===== src/rtl/mux2_share_arbiter_pkg.sv =====
// mux2_share_arbiter_pkg
//   Shared types and constants for the two-source round-robin mux arbiter.
//   - state_t : output-stage FSM encoding (IDLE / HOLD_X / HOLD_Y)
//   - SRC_X / SRC_Y : source identifiers used for m_src, sel and priority
package mux2_share_arbiter_pkg;

  typedef enum logic [1:0] {
    IDLE   = 2'd0,
    HOLD_X = 2'd1,
    HOLD_Y = 2'd2
  } state_t;

  localparam logic SRC_X = 1'b0;
  localparam logic SRC_Y = 1'b1;

endpackage


===== src/rtl/mux2_share_arbiter_if.sv =====
// mux2_share_arbiter_if
//   Bundles the two producer handshakes (X, Y) and the consumer handshake (M).
//   Ports (all logic):
//     x_valid, x_data[WIDTH], x_ready  : producer X
//     y_valid, y_data[WIDTH], y_ready  : producer Y
//     m_valid, m_data[WIDTH], m_src, m_ready : consumer side
//   Modports:
//     slave  : the arbiter's view (takes producer data, drives the output stage)
//     master : the environment's view (producers + consumer)
//
// Handshake semantics (all three channels): a word moves on a rising clock
// edge where valid && ready are both high. The sender keeps valid and data
// stable until that edge; ready may rise or fall freely and never depends
// combinationally on the same channel's data.
interface mux2_share_arbiter_if #(
  parameter int WIDTH = 4
) ();

  logic             x_valid;
  logic [WIDTH-1:0] x_data;
  logic             x_ready;

  logic             y_valid;
  logic [WIDTH-1:0] y_data;
  logic             y_ready;

  logic             m_valid;
  logic [WIDTH-1:0] m_data;
  logic             m_src;
  logic             m_ready;

  modport slave (
    input  x_valid, x_data, y_valid, y_data, m_ready,
    output x_ready, y_ready, m_valid, m_data, m_src
  );

  modport master (
    output x_valid, x_data, y_valid, y_data, m_ready,
    input  x_ready, y_ready, m_valid, m_data, m_src
  );

endinterface


===== src/rtl/mux2_share_arbiter_mux2.sv =====
// mux2_share_arbiter_mux2
//   Single-bit 2:1 mux cell; replicated per data bit by the top.
//   Ports:
//     i_a   : input selected when i_sel = 0
//     i_b   : input selected when i_sel = 1
//     i_sel : select
//     o_y   : selected bit
module mux2_share_arbiter_mux2 (
  input  logic i_a,
  input  logic i_b,
  input  logic i_sel,
  output logic o_y
);

  assign o_y = i_sel ? i_b : i_a;

endmodule


===== src/rtl/mux2_share_arbiter.sv =====
// mux2_share_arbiter
//   Shares one WIDTH-bit 2:1 mux between producers X and Y with round-robin
//   arbitration and a single-entry registered output stage. Per-source
//   transfer counters give simple bandwidth monitoring.
//   Ports:
//     clk       : clock, rising edge
//     rst_n     : asynchronous active-low reset
//     bus       : interface (slave modport) with X/Y/M handshakes
//     sel       : current mux select (0 = X, 1 = Y), combinational
//     x_count   : accepted X words, modulo 2^CNT_W
//     y_count   : accepted Y words, modulo 2^CNT_W
//     dbg_state : output-stage FSM state for observation
module mux2_share_arbiter
  import mux2_share_arbiter_pkg::*;
#(
  parameter int WIDTH = 4,
  parameter int CNT_W = 8
) (
  input  logic                clk,
  input  logic                rst_n,
  mux2_share_arbiter_if.slave bus,
  output logic                sel,
  output logic [CNT_W-1:0]    x_count,
  output logic [CNT_W-1:0]    y_count,
  output state_t              dbg_state
);

  state_t           r_state;
  logic             r_m_valid;
  logic             r_m_src;
  logic [WIDTH-1:0] r_m_data;
  logic             r_prio;      // source that wins the next tie
  logic             r_sel;       // last granted source, held while idle
  logic [CNT_W-1:0] r_x_count;
  logic [CNT_W-1:0] r_y_count;

  logic             w_accept;
  logic             w_grant_x;
  logic             w_grant_y;
  logic             w_any_grant;
  logic             w_load;
  logic             w_sel;
  logic [WIDTH-1:0] w_mux;

  // The stage can load when empty or when its word leaves this same cycle,
  // which gives full throughput with no bubble.
  assign w_accept    = !r_m_valid || bus.m_ready;

  // Grants depend only on the valids and the priority register, never on data.
  assign w_grant_x   = bus.x_valid && (!bus.y_valid || (r_prio == SRC_X));
  assign w_grant_y   = bus.y_valid && (!bus.x_valid || (r_prio == SRC_Y));
  assign w_any_grant = w_grant_x || w_grant_y;
  assign w_load      = w_accept && w_any_grant;

  assign w_sel       = w_any_grant ? w_grant_y : r_sel;
  assign sel         = w_sel;

  assign bus.x_ready = w_accept && w_grant_x;
  assign bus.y_ready = w_accept && w_grant_y;

  assign bus.m_valid = r_m_valid;
  assign bus.m_data  = r_m_data;
  assign bus.m_src   = r_m_src;
  assign x_count     = r_x_count;
  assign y_count     = r_y_count;
  assign dbg_state   = r_state;

  for (genvar gi = 0; gi < WIDTH; gi++) begin : g_mux
    mux2_share_arbiter_mux2 u_mux2 (
      .i_a   (bus.x_data[gi]),
      .i_b   (bus.y_data[gi]),
      .i_sel (w_sel),
      .o_y   (w_mux[gi])
    );
  end

  always_ff @(posedge clk or negedge rst_n) begin
    if (!rst_n) begin
      r_state   <= IDLE;
      r_m_valid <= 1'b0;
      r_m_src   <= SRC_X;
      r_m_data  <= '0;
      r_prio    <= SRC_X;
      r_sel     <= SRC_X;
      r_x_count <= '0;
      r_y_count <= '0;
    end else begin
      if (w_any_grant) begin
        r_sel <= w_grant_y;
      end

      if (w_load) begin
        r_m_data  <= w_mux;
        r_m_valid <= 1'b1;
        r_m_src   <= w_grant_y ? SRC_Y : SRC_X;
        r_state   <= w_grant_y ? HOLD_Y : HOLD_X;
        // Loser of this transfer gets the next tie.
        r_prio    <= w_grant_y ? SRC_X : SRC_Y;
      end else if (r_m_valid && bus.m_ready) begin
        // m_src keeps its last value while idle; it is only meaningful with m_valid.
        r_m_valid <= 1'b0;
        r_state   <= IDLE;
      end

      if (bus.x_valid && bus.x_ready) begin
        r_x_count <= r_x_count + 1'b1;
      end
      if (bus.y_valid && bus.y_ready) begin
        r_y_count <= r_y_count + 1'b1;
      end
    end
  end

endmodule


===== src/flat_wrapper.sv =====
// flat-port wrapper written by rule: the top's interface ports become plain ports
module mux2_share_arbiter_flat import mux2_share_arbiter_pkg::*;
#(
  parameter int WIDTH = 4,
  parameter int CNT_W = 8
)
  (clk, rst_n, sel, x_count, y_count, dbg_state, bus_x_valid, bus_x_data, bus_y_valid, bus_y_data, bus_m_ready, bus_x_ready, bus_y_ready, bus_m_valid, bus_m_data, bus_m_src);
  mux2_share_arbiter_if #(.WIDTH(WIDTH)) bus_i ();
  input  logic clk;
  input  logic rst_n;
  output logic sel;
  output logic [CNT_W-1:0] x_count;
  output logic [CNT_W-1:0] y_count;
  output state_t dbg_state;
  input wire logic [$bits(bus_i.x_valid)-1:0] bus_x_valid;
  input wire logic [$bits(bus_i.x_data)-1:0] bus_x_data;
  input wire logic [$bits(bus_i.y_valid)-1:0] bus_y_valid;
  input wire logic [$bits(bus_i.y_data)-1:0] bus_y_data;
  input wire logic [$bits(bus_i.m_ready)-1:0] bus_m_ready;
  output wire logic [$bits(bus_i.x_ready)-1:0] bus_x_ready;
  output wire logic [$bits(bus_i.y_ready)-1:0] bus_y_ready;
  output wire logic [$bits(bus_i.m_valid)-1:0] bus_m_valid;
  output wire logic [$bits(bus_i.m_data)-1:0] bus_m_data;
  output wire logic [$bits(bus_i.m_src)-1:0] bus_m_src;
  assign bus_i.x_valid = bus_x_valid;
  assign bus_i.x_data = bus_x_data;
  assign bus_i.y_valid = bus_y_valid;
  assign bus_i.y_data = bus_y_data;
  assign bus_i.m_ready = bus_m_ready;
  assign bus_x_ready = bus_i.x_ready;
  assign bus_y_ready = bus_i.y_ready;
  assign bus_m_valid = bus_i.m_valid;
  assign bus_m_data = bus_i.m_data;
  assign bus_m_src = bus_i.m_src;
  mux2_share_arbiter #(.WIDTH(WIDTH), .CNT_W(CNT_W)) u_core (.clk(clk), .rst_n(rst_n), .bus(bus_i), .sel(sel), .x_count(x_count), .y_count(y_count), .dbg_state(dbg_state));
endmodule

===== config.mk =====
export PLATFORM = sky130hd
export DESIGN_NAME = mux2_share_arbiter_flat
export DESIGN_NICKNAME = d
export VERILOG_FILES = /design/src/rtl/mux2_share_arbiter_pkg.sv /design/src/rtl/mux2_share_arbiter_if.sv /design/src/rtl/mux2_share_arbiter_mux2.sv /design/src/rtl/mux2_share_arbiter.sv /design/src/flat_wrapper.sv
export SDC_FILE = /design/constraint.sdc
export NUM_CORES = 1
export LEC_CHECK = 0
export BUFFER_PORTS_ARGS = -buffer_cell sky130_fd_sc_hd__buf_2
export CORE_MARGIN = 2
export CORE_UTILIZATION = 50
export CTS_BUF_LIST = sky130_fd_sc_hd__clkbuf_4 sky130_fd_sc_hd__clkbuf_8
export DETAILED_ROUTE_END_ITERATION = 10
export GPL_ROUTABILITY_DRIVEN = 0
export PLACE_DENSITY = 0.8
export SYNTH_ARGS = -nofsm -noshare
export SYNTH_HDL_FRONTEND = slang
export SYNTH_SLANG_ARGS = --single-unit

===== constraint.sdc =====
create_clock -name clk -period 3.2 [get_ports clk]
set_clock_uncertainty 0.15 [all_clocks]
set_input_delay 0.16 -clock clk [delete_from_list [all_inputs] [get_ports clk]]
set_output_delay 0.16 -clock clk [all_outputs]
set_load 0.01 [all_outputs]

# Word-level counts from Yosys, hierarchy flattened
# Cells that the tools add are included.
[op_classes]
n_shift = 0
multipliers = 0
n_eq_ne = 0
div = 0
reduce_logical = 16
bitwise_logic = 1
n_lt_le_gt_ge = 0
n_addsub = 2
mux = 12
[ops]
columns = ["op", "count"]
rows = [
  ["8-bit by 1-bit adder with 8-bit output, second input constant", 2],
  ["1-bit 2-to-1 mux", 9],
  ["1-bit logical AND", 8],
  ["2-bit 2-to-1 mux", 3],
  ["1-bit logical OR", 4],
  ["1-bit zero test", 3],
  ["2-bit nonzero test", 1],
  ["1-bit NOT", 1],
]
[word_totals]
reg_bits = 26
ramBits = 0
latchBits = 0
out_inout_bits = 27
memories = 0
wordCells = 39
romBits = 0

# Longest topological paths before layout
# Gate-level depths: netlist (run 1).
[depth]
word_depth = 6
mapped_depth = 5
mapped_depth_nobuf = 5

# By module
# A second synthesis (run 1) with hierarchy kept.
[unflattened]
cells_unflattened = 97
hier_area_um2 = 1176.1
[modules_own_cells]
columns = ["mod", "cells_per_inst", "instances", "area_per_inst_um2", "seq_area_each_um2"]
rows = [
  ["mux2_share_arbiter", 93, 1, 1116.1, 650.6],
  ["mux2_share_arbiter_mux2", 1, 4, 15.0, 0.0],
]

# Least setup slack after synthesis (run 1)
# OpenSTA, ideal clock, no wires.
[synth_timing]
path_kind = "register to register"
from = "register u_core.r_m_valid, in the netlist u_core.bus.m_valid"
to = "register u_core.r_x_count[1], in the netlist u_core.x_count[1]"
synth_period_minus_slack_ps = 1489
arrival_ps = 1214
setup_slack_ps = 1711
stages_incl_launch_ff = 5
setup_ps = 125
path_cell_list = "dfrtp_1 -> nand2b_1 -> and2_4 -> buf_6 -> mux2_4"
[synth_between]
elab_chain_cells = 4
[synth_rtl]
columns = ["item", "line", "rtl"]
rows = [
  ["from (decl)", "mux2_share_arbiter.sv:29", "logic r_m_valid;"],
  ["from (signal assigned)", "mux2_share_arbiter.sv:80", "r_m_valid <= 1'b0;"],
  ["from (signal assigned)", "mux2_share_arbiter.sv:94", "r_m_valid <= 1'b1;"],
  ["from (signal assigned)", "mux2_share_arbiter.sv:101", "r_m_valid <= 1'b0;"],
  ["1-bit zero test", "mux2_share_arbiter.sv:47", "assign w_accept = !r_m_valid || bus.m_ready;"],
  ["1-bit logical OR", "mux2_share_arbiter.sv:47", ""],
  ["1-bit logical AND", "mux2_share_arbiter.sv:58", "assign bus.x_ready = w_accept && w_grant_x;"],
  ["named net bus_x_ready", "flat_wrapper.sv:20", "output wire logic [$bits(bus_i.x_ready)-1:0] bus_x_ready;"],
  ["1-bit logical AND", "mux2_share_arbiter.sv:105", "if (bus.x_valid && bus.x_ready) begin"],
  ["to (signal assigned)", "mux2_share_arbiter.sv:106", "r_x_count <= r_x_count + 1'b1;"],
  ["to (decl)", "mux2_share_arbiter.sv:34", "logic [CNT_W-1:0] r_x_count;"],
]
# The timed path passes the listed nets, and every way through them passes these cells.
# A chain may end at the register's enable or synchronous reset.

# Worst setup path after layout (run 1)
[layout_timing]
from = "input port bus_x_valid"
to = "register u_core.r_m_data[2], in the netlist u_core.bus.m_data[2]"
[layout_between]
elab_chain_cells = 6
[layout_rtl]
columns = ["item", "line", "rtl"]
rows = [
  ["from (decl)", "flat_wrapper.sv:15", "input wire logic [$bits(bus_i.x_valid)-1:0] bus_x_valid;"],
  ["1-bit zero test", "mux2_share_arbiter.sv:51", "assign w_grant_y = bus.y_valid && (!bus.x_valid || (r_prio == SRC_Y));"],
  ["1-bit logical OR", "mux2_share_arbiter.sv:51", ""],
  ["1-bit logical AND", "mux2_share_arbiter.sv:51", ""],
  ["1-bit logical OR", "mux2_share_arbiter.sv:52", "assign w_any_grant = w_grant_x || w_grant_y;"],
  ["1-bit 2-to-1 mux", "--", ""],
  ["1-bit 2-to-1 mux", "mux2_share_arbiter_mux2.sv:15", "assign o_y = i_sel ? i_b : i_a;"],
  ["to (signal assigned)", "mux2_share_arbiter.sv:93", "r_m_data <= w_mux;"],
  ["to (decl)", "mux2_share_arbiter.sv:31", "logic [WIDTH-1:0] r_m_data;"],
]
# Parallel ways exist; a longest one is shown, timed or not.

==> impl_metrics.ini, run 1 <==
[floorplanning]
pin_count = 40
row_count = 17
core_area_sq_um = 2212
start_util_pct = 52.77
die_h_um = 52.32
dieArea_sq_um = 2737
die_w_um = 52.32

[setup_path]
startpoint_type = primary input
arrival_ns = 2.05
cp.required_ns = 3.23
critPathKind = primary input to flop
crit_path_end_kind = flop
crit_fanout = 6

[power_and_ir_drop]
peakVddDrop_mv = 0.3756
p_leak_nw = 0.7575
power_density_nw_per_um2 = 657.5

[finish]
fill_cells = 187
drive_above_1_share_pct = 32.68
syn2layout_area_growth_pct = 29.58
instances_no_fill = 181
nets = 169
diodes = 0

[outcome]
outcome = complete, no violations

[route]
final_antenna_net_count = 0
num_vias = 934
dr.pass1.iters = 4
finalWirelength_um = 2357
via_per_inst = 5.160
wl_per_cell_um = 13.02
drtIter0Drc = 10
drc = 0

[grt]
groute.usage.overall_pct = 19.21
first_global_vias = 922
grt_max_degree = 27
antenna_found_initial = 0
grt_pass1_wl_um = 3926
grt_overflow = 0

[sta]
worst_pin_slew_ns = 0.5513
rsz0062_at_grt = false
final-setup-viol-count = 0
post-route-min-period_ns = 2.018
relSlewSlack_pct = 63.24
fin_hold_ws_ns = 0.01462
fmax_ghz = 0.4954
period_share_pct = 63.08
hold_viol_final = 0
slew_viol_final = 0
finalSetupTns_ns = 0

[clock_tree]
cts_buffers = 3
clock_path_buffers = 2
cts.clk_slew.worst_paths_ns = 0.14
clock_latency_ns = 0.31
cts-root-buf = clkbuf_4
cts_sinks = 26
cts_tree = built
htree_levels = 1

[place]
dp_hpwl_um = 1702
place_inst = 168
portBuffers = 39

[synth]
seq_area_frac_synth_pct = 55.73
syn_avg_cell_area_sq_um = 11.44
syn_nets = 117
synthCells = 102
yosysUniqueCellTypes = 27
ys_seq_elements = 26
syn_area_sq_um = 1167
yosysWarnings = 0

[worst_hold_path]
hold_class = primary input to flop

[run]
max_cap_violations = 0
flip-flops by register name, summed over array words and instances, names as in the netlist:
name                count
u_core.y_count          8
u_core.bus.m_data       4
u_core.r_prio           1
u_core.dbg_state        2
u_core.r_sel            1
u_core.bus.m_src        1
u_core.x_count          8
u_core.bus.m_valid      1
critical path: stages:
cell and delay (ns):
dlygate4sd3_1 0.53, buf_2 0.15, a21boi_4 0.16, nor2_4 0.21, mux2i_1 0.21, dlygate4sd3_1 0.57
a21oi_1 0.07
cells in the mapped netlist, drive strengths merged:
library cell,number,area share (%)
mux2i,4,3.4
o22ai,1,0.54
a21oi,6,2.6
xor2,3,2.3
and4,1,0.75
xnor2,11,8.3
nand2b,1,0.54
a211oi,2,1.3
o21ai,2,0.86
or2b,1,0.64
nor2,12,4.5
a21o,1,0.75
mux2,1,1.3
dfrtp,26,56
nand4,8,4.3
ha,2,2.1
buf,1,0.96
and3,2,1.1
nand2,9,2.9
nor2b,1,0.54
a21boi,1,1.6
nand3,3,1.7
inv,2,0.64
and2,1,0.75
stage by stage:
step | setup WS (ns) | area [sq um] | power, mW | utilization, %
floorplan | 1.711 | 1167 | 0.6882 | -
global placement | 1.756 | 1386 | 0.8124 | 62.67
detailed placement | 1.661 | 1386 | 0.8303 | 62.67
CTS | 1.228 | 1513 | 1.009 | 68.38
global route | 1.110 | 1513 | 1.064 | 68.38
finish | 1.182 | 1513 | 0.9946 | 68.38
logic make-up (layout without fill, tap and decap cells):
group | Yosys count | count (layout) | share of synthesized area, %
buffers and inverters | 3 | 54 | 1.607
AND/OR/NAND/NOR | 39 | 39 | 17.69
flip-flops | 26 | 26 | 55.73
adder cells (fa/ha/maj) | 2 | 2 | 2.143
AO/OA/AOI/OAI | 13 | 13 | 7.610
XOR/XNOR | 14 | 14 | 10.50
multiplexers | 5 | 5 | 4.716
worst paths after layout:
check                                   from                   end  slack (ns)  depth (start not counted)
setup / recovery                 bus_x_valid  u_core.bus.m_data[2]        1.18                          7
hold / removal                 bus_x_data[1]  u_core.bus.m_data[1]        0.01                          3
setup reg to reg               u_core.r_prio  u_core.bus.m_data[2]        1.30                          5
hold reg to reg            u_core.y_count[7]     u_core.y_count[7]        0.33                          1
max in group asynchronous              rst_n  u_core.bus.m_data[0]        2.33                          2
min in group asynchronous              rst_n     u_core.y_count[7]        0.20                          2
final cells by class:
cell class,count,area (sq um),area share (%)
Sequential cell,26,650.6,43.01
Inverter,2,7.507,0.4963
Timing Repair Buffer,48,285.3,18.86
Clock buffer,4,36.28,2.399
Tap cell,28,35.03,2.316
Multi-Input combinational cell,73,498.0,32.92
report_power, final:
group | internal (mW) | switching (mW)
Sequential | 0.413 | 0.106
Combinational | 0.159 | 0.157
Clock | 0.0694 | 0.0901
Total | 0.641 | 0.353
cell usage in the layout, fill, tap and decap left out, drive strengths merged:
cell          n
a211oi        2
inv           2
mux2          1
a21oi         6
clkbuf        4
dfrtp        26
nor2b         1
a21o          1
and3          2
and4          1
nor2         12
buf          39
nand2b        1
nand2         9
dlygate4sd3   9
xnor2        11
a21boi        1
and2          1
o21ai         2
o22ai         1
mux2i         4
ha            2
xor2          3
nand3         3
or2b          1
nand4         8
layer usage:
metal  track usage [%]  up-vias  routed length [um]  share of wire (%)
met5                 0        -                   0                  0
met4             5.128        0                  12               0.51
li1                  -      457                   -                  -
met2             36.88       31                1271                 54
met1             21.71      444                 961                 41
met3             2.857        2                 111                4.7
timing repair:
item                                    CTS  global route
gates resized for setup                   0             0
setup buffers                             0             0
hold buffers                              9             0
endpoints found under the hold margin    32             0
endpoints found under the setup margin    0             0
Power figures use the tool's default switching activity.
==> inputs of run 2 (changes only) <==
- CORE_UTILIZATION: 50 -> 46
- PLACE_DENSITY: 0.8 -> 0.77
- clock period: 3.2 -> 1.7 ns (I/O delays scaled with it)
==> run 2 against run 1 <==
Cell count rose by 2.8%. Wire length rose by 0.30%. Register-to-register slack got worse by 1.1 ns. Die area rose by 8.0%. Clock power rose to 2.6 times the previous value. Utilization fell by 3.8 points. Total power rose by 99%. First-iteration DRC count rose by 20%. Sequential power rose by 86%. Critical path type is now primary input to output pin. Critical endpoint is now bus_x_ready. Largest cell class unchanged. Highest routed layer unchanged.
==> impl_metrics.ini, run 2 (synthesized netlist as in run 1, its figures left out) <==
[clock_tree]
cts_sinks = 26
cts.clk_slew.worst_paths_ns = 0.14
htree_levels = 1
cts_buffers = 3
clock_path_buffers = 2
post_cts.repair.setup_buffers = 0
cts-root-buf = clkbuf_4
clock_latency_ns = 0.31
cts_tree = built

[setup_path]
crit_path_end_kind = output pin
critPathKind = primary input to output pin
crit_fanout = 9
startpoint_type = primary input
r2r_slack_ns = 0.23
cp.required_ns = 1.46
arrival_ns = 1.40

[floorplanning]
die_w_um = 54.38
row_count = 18
dieArea_sq_um = 2957
pin_count = 40
core_area_sq_um = 2432
start_util_pct = 47.99
die_h_um = 54.38

[sta]
worst_pin_slew_ns = 0.5629
fmax_ghz = 0.6132
rsz0062_at_grt = false
fin_hold_ws_ns = 0.1279
period_share_pct = 95.93
final-setup-viol-count = 0
hold_viol_final = 0
post-route-min-period_ns = 1.631
slew_viol_final = 0
finalSetupTns_ns = 0
relSlewSlack_pct = 62.47

[power_and_ir_drop]
peakVddDrop_mv = 0.7606
power_density_nw_per_um2 = 1257
p_leak_nw = 0.7828

[route]
wl_per_cell_um = 12.71
via_per_inst = 5.054
drtIter0Drc = 12
finalWirelength_um = 2364
dr.pass1.iters = 4
final_antenna_net_count = 0
drc = 0
num_vias = 940

[finish]
final_common_cell = buf_2
final_cell_mix = 39 x buf_2, 26 x dfrtp_1, 12 x dlygate4sd3_1
diodes = 0
nets = 172
fin_util_pct = 64.61
syn2layout_area_growth_pct = 34.62
drive_above_1_share_pct = 32.69
fill_cells = 202

[grt]
use_met3_pct = 3.825
top_usage_layer = met2
groute.usage.overall_pct = 18.39
grt_util_met2_pct = 36.55
first_global_vias = 941
grt_max_degree = 27
grt_pass1_wl_um = 3919
met1_usage_pct = 19.58
grt_overflow = 0
antenna_found_initial = 0

[run]
max_cap_violations = 0

[worst_hold_path]
hold_class = primary input to asynchronous set/reset pin

[place]
portBuffers = 39
dp_hpwl_um = 1623

[outcome]
outcome = complete, no violations
-- run 2: changes by cell type in the layout (fill, tap and decap cells not counted), sizes merged --
cell,previous run,this run
bufinv,0,1
clkbuf,4,3
dlygate4sd3,9,12
-- run 2: final timing paths --
kind / from / end / cells past startpoint
setup / recovery: bus_y_valid / bus_x_ready / 5
hold / removal: rst_n / u_core.y_count[5] / 2
min in group clk: u_core.x_count[7] / u_core.x_count[7] / 1
setup reg to reg: u_core.bus.m_valid / u_core.bus.m_data[2] / 4
max in group asynchronous: rst_n / u_core.r_prio / 2
hold reg to reg: u_core.x_count[7] / u_core.x_count[7] / 1
-- run 2: where the power goes --
part,internal (mW),leakage (nW),total (mW),switching (mW)
combinational,0.301,0.435,0.591,0.291
clock,0.238,0.0279,0.418,0.180
sequential,0.776,0.319,0.966,0.190
total,1.32,0.783,1.98,0.660
-- run 2: stage by stage --
stage	instance area (sq um)	power, mW	setup slack (ns)	instances
2_1_floorplan	1167	1.295	0.2108	102
3_3_place_gp	1389	1.527	0.2481	170
3_5_place_dp	1389	1.550	0.1957	170
4_1_cts	1562	1.985	0.0006124	186
5_1_grt	1572	2.120	0.001198	186
6_report	1572	1.976	0.06914	186
-- run 2: final cells by class --
cell class,count,area [sq um],share of cell area [%]
Tap cell,30,37.54,2.389
Clock inverter,1,30.03,1.911
Sequential cell,26,650.6,41.40
Inverter,2,10.01,0.6369
Timing Repair Buffer,51,315.3,20.06
Clock buffer,3,22.52,1.433
Multi-Input combinational cell,73,505.5,32.17
-- run 2: repair_timing --
item,in CTS,in global routing
endpoints found under the hold margin,33,0
hold buffers,12,0
setup endpoints to repair,0,2
gates resized for setup,0,3
-- run 2: worst max-delay path, stage by stage --
cell and delay [ns]:
dlygate4sd3_1 0.54, buf_2 0.18, a21boi_4 0.21, and2_4 0.23
buf_2 0.15
-- run 2: per-layer routing --
layer,vias to the layer above,part of all wire (%)
li1,461,-
met1,442,42
met2,33,52
met3,4,5.3
met4,0,1.1
met5,-,0
==> inputs of run 3 (changes only) <==
- BUFFER_PORTS_ARGS: -buffer_cell sky130_fd_sc_hd__buf_2 -> -buffer_cell sky130_fd_sc_hd__buf_4
- CORE_MARGIN: 2 -> default
==> run 3 against run 2 <==
Register-to-register slack worse by 0.02 ns. Sequential cell count unchanged. Die area fell by 7.2%.
==> impl_metrics.ini, run 3 (synthesized netlist as in run 1, its figures left out) <==
[power_and_ir_drop]
peakVddDrop_mv = 0.7486
p_leak_nw = 0.8104
clockPowerShare_pct = 20.2
combinationalPowerShare_pct = 33.0
total_power_mw = 2.096
p_switching_uw = 688.0
sw_frac_of_total_pct = 32.83
power_density_nw_per_um2 = 1245
seqPwrFrac_pct = 46.8
power.internal_mw = 1.408

[setup_path]
critPathKind = flop to output pin
cp_top_family = flip-flops
cp_slowest_cell = dfrtp_2
critPathBufInv = 2
arrival_ns = 1.41
path_cells = or2b_1 -> nand3_4 -> inv_2 -> buf_4
startpoint_type = flop
crit_fanout = 8
cpPeakStageDelay_ns = 0.48
crit_path_end_kind = output pin
timing.rr.start = u_core.bus.m_valid
reg2regPathDepth = 4
r2r_end = u_core.bus.m_data[3]
cp.required_ns = 1.46
r2r_slack_ns = 0.21

[clock_tree]
htree_levels = 1
post_cts.repair.setup_buffers = 0
cts_buffers = 3
cts_sinks = 26
clock_path_buffers = 2
cts-root-buf = clkbuf_4
cts_tree = built
clock_latency_ns = 0.32
cts.clk_slew.worst_paths_ns = 0.15

[place]
place_inst = 168
dpl_cell_area_sq_um = 1484
dp_hpwl_um = 1734
pre_cts_slack_ns = 0.1480
portBuffers = 39

[finish]
drive_above_1_share_pct = 33.12
fin_util_pct = 73.26
syn2layout_area_growth_pct = 44.16
final_cell_mix = 39 x buf_4, 25 x dfrtp_1, 13 x dlygate4sd3_1
design_area_sq_um = 1683
instances_no_fill = 185
nets = 173
final_common_cell = buf_4
diodes = 0

[sta]
final-setup-viol-count = 0
relSlewSlack_pct = 66.88
worst_pin_slew_ns = 0.4949
period_share_pct = 96.48
hold_viol_final = 0
worst_slack_ns = 0.05991
post-route-min-period_ns = 1.640
finalSetupTns_ns = 0
fmax_ghz = 0.6097
fin_hold_ws_ns = 0.03228
slew_viol_final = 0

[grt]
first_global_vias = 902
grt_max_degree = 27
antenna_found_initial = 0
grt_pass1_wl_um = 4126
groute.usage.overall_pct = 20.70
grt_overflow = 0

[worst_hold_path]
hold_class = primary input to asynchronous set/reset pin

[route]
via_per_inst = 5.222
drc = 0
dr.pass1.iters = 4
final_antenna_net_count = 0
drtIter0Drc = 8
num_vias = 966
finalWirelength_um = 2542
wl_per_cell_um = 13.74

[floorplanning]
pin_count = 40
start_util_pct = 50.82
dieArea_sq_um = 2743
die_h_um = 52.38
core_area_sq_um = 2297
die_w_um = 52.38
row_count = 17

[run]
max_cap_violations = 0

[outcome]
outcome = complete, no violations
==> run 3: changes by cell type in the layout (fill, tap and decap cells not counted) <==
cell / delta
buf_2: -39
buf_4: +39
dfrtp_1: -1
dfrtp_2: +1
dlygate4sd3_1: +1
inv_2: +1
inv_4: -1
nand3_2: -1
nand3_4: +1
==> run 3: layout make-up <==
| class | instances | area [sq um] |
|---|---|---|
| tap | 28 | 35.03 |
| timing repair buffer | 52 | 422.9 |
| inverter | 2 | 7.507 |
| clock inverter | 1 | 30.03 |
| fill | 166 | 614.3 |
| multi-input combinational | 73 | 513.0 |
| sequential | 26 | 651.9 |
| clock buffer | 3 | 22.52 |
==> run 3: how the worst max path moves through the flow <==
stage,from,to,depth (start not counted)
after floorplan,u_core.bus.m_valid,u_core.x_count[1],4
after global placement,u_core.bus.m_valid,u_core.y_count[6],5
after detailed placement,u_core.bus.m_valid,u_core.y_count[4],5
after CTS,u_core.r_prio,bus_y_ready,4
after global routing,u_core.r_prio,bus_y_ready,4
final,u_core.r_prio,bus_y_ready,4
==> run 3: routing by layer <==
metal / vias up / share of wire, % / track usage, %
li1: 463 / - / -
met1: 474 / 43 / 25.97
met2: 27 / 53 / 37.13
met3: 2 / 3.4 / 2.609
met4: 0 / 0.31 / 5.263
met5: - / 0 / 0
==> run 3: power groups by stage <==
stage,clock network (mW),logic [mW],registers (mW)
2_1_floorplan,0,0.270,1.03
3_3_place_gp,0,0.647,0.982
3_5_place_dp,0,0.666,0.989
4_1_cts,0.425,0.693,0.975
5_1_grt,0.459,0.762,1.01
6_report,0.423,0.691,0.982
==> run 3: timing repair <==
action                                  CTS  global route
resized for setup                         1             3
endpoints found under the setup margin    1             1
hold buffers                             13             0
endpoints found under the hold margin    35             0
gates cloned                              0             0
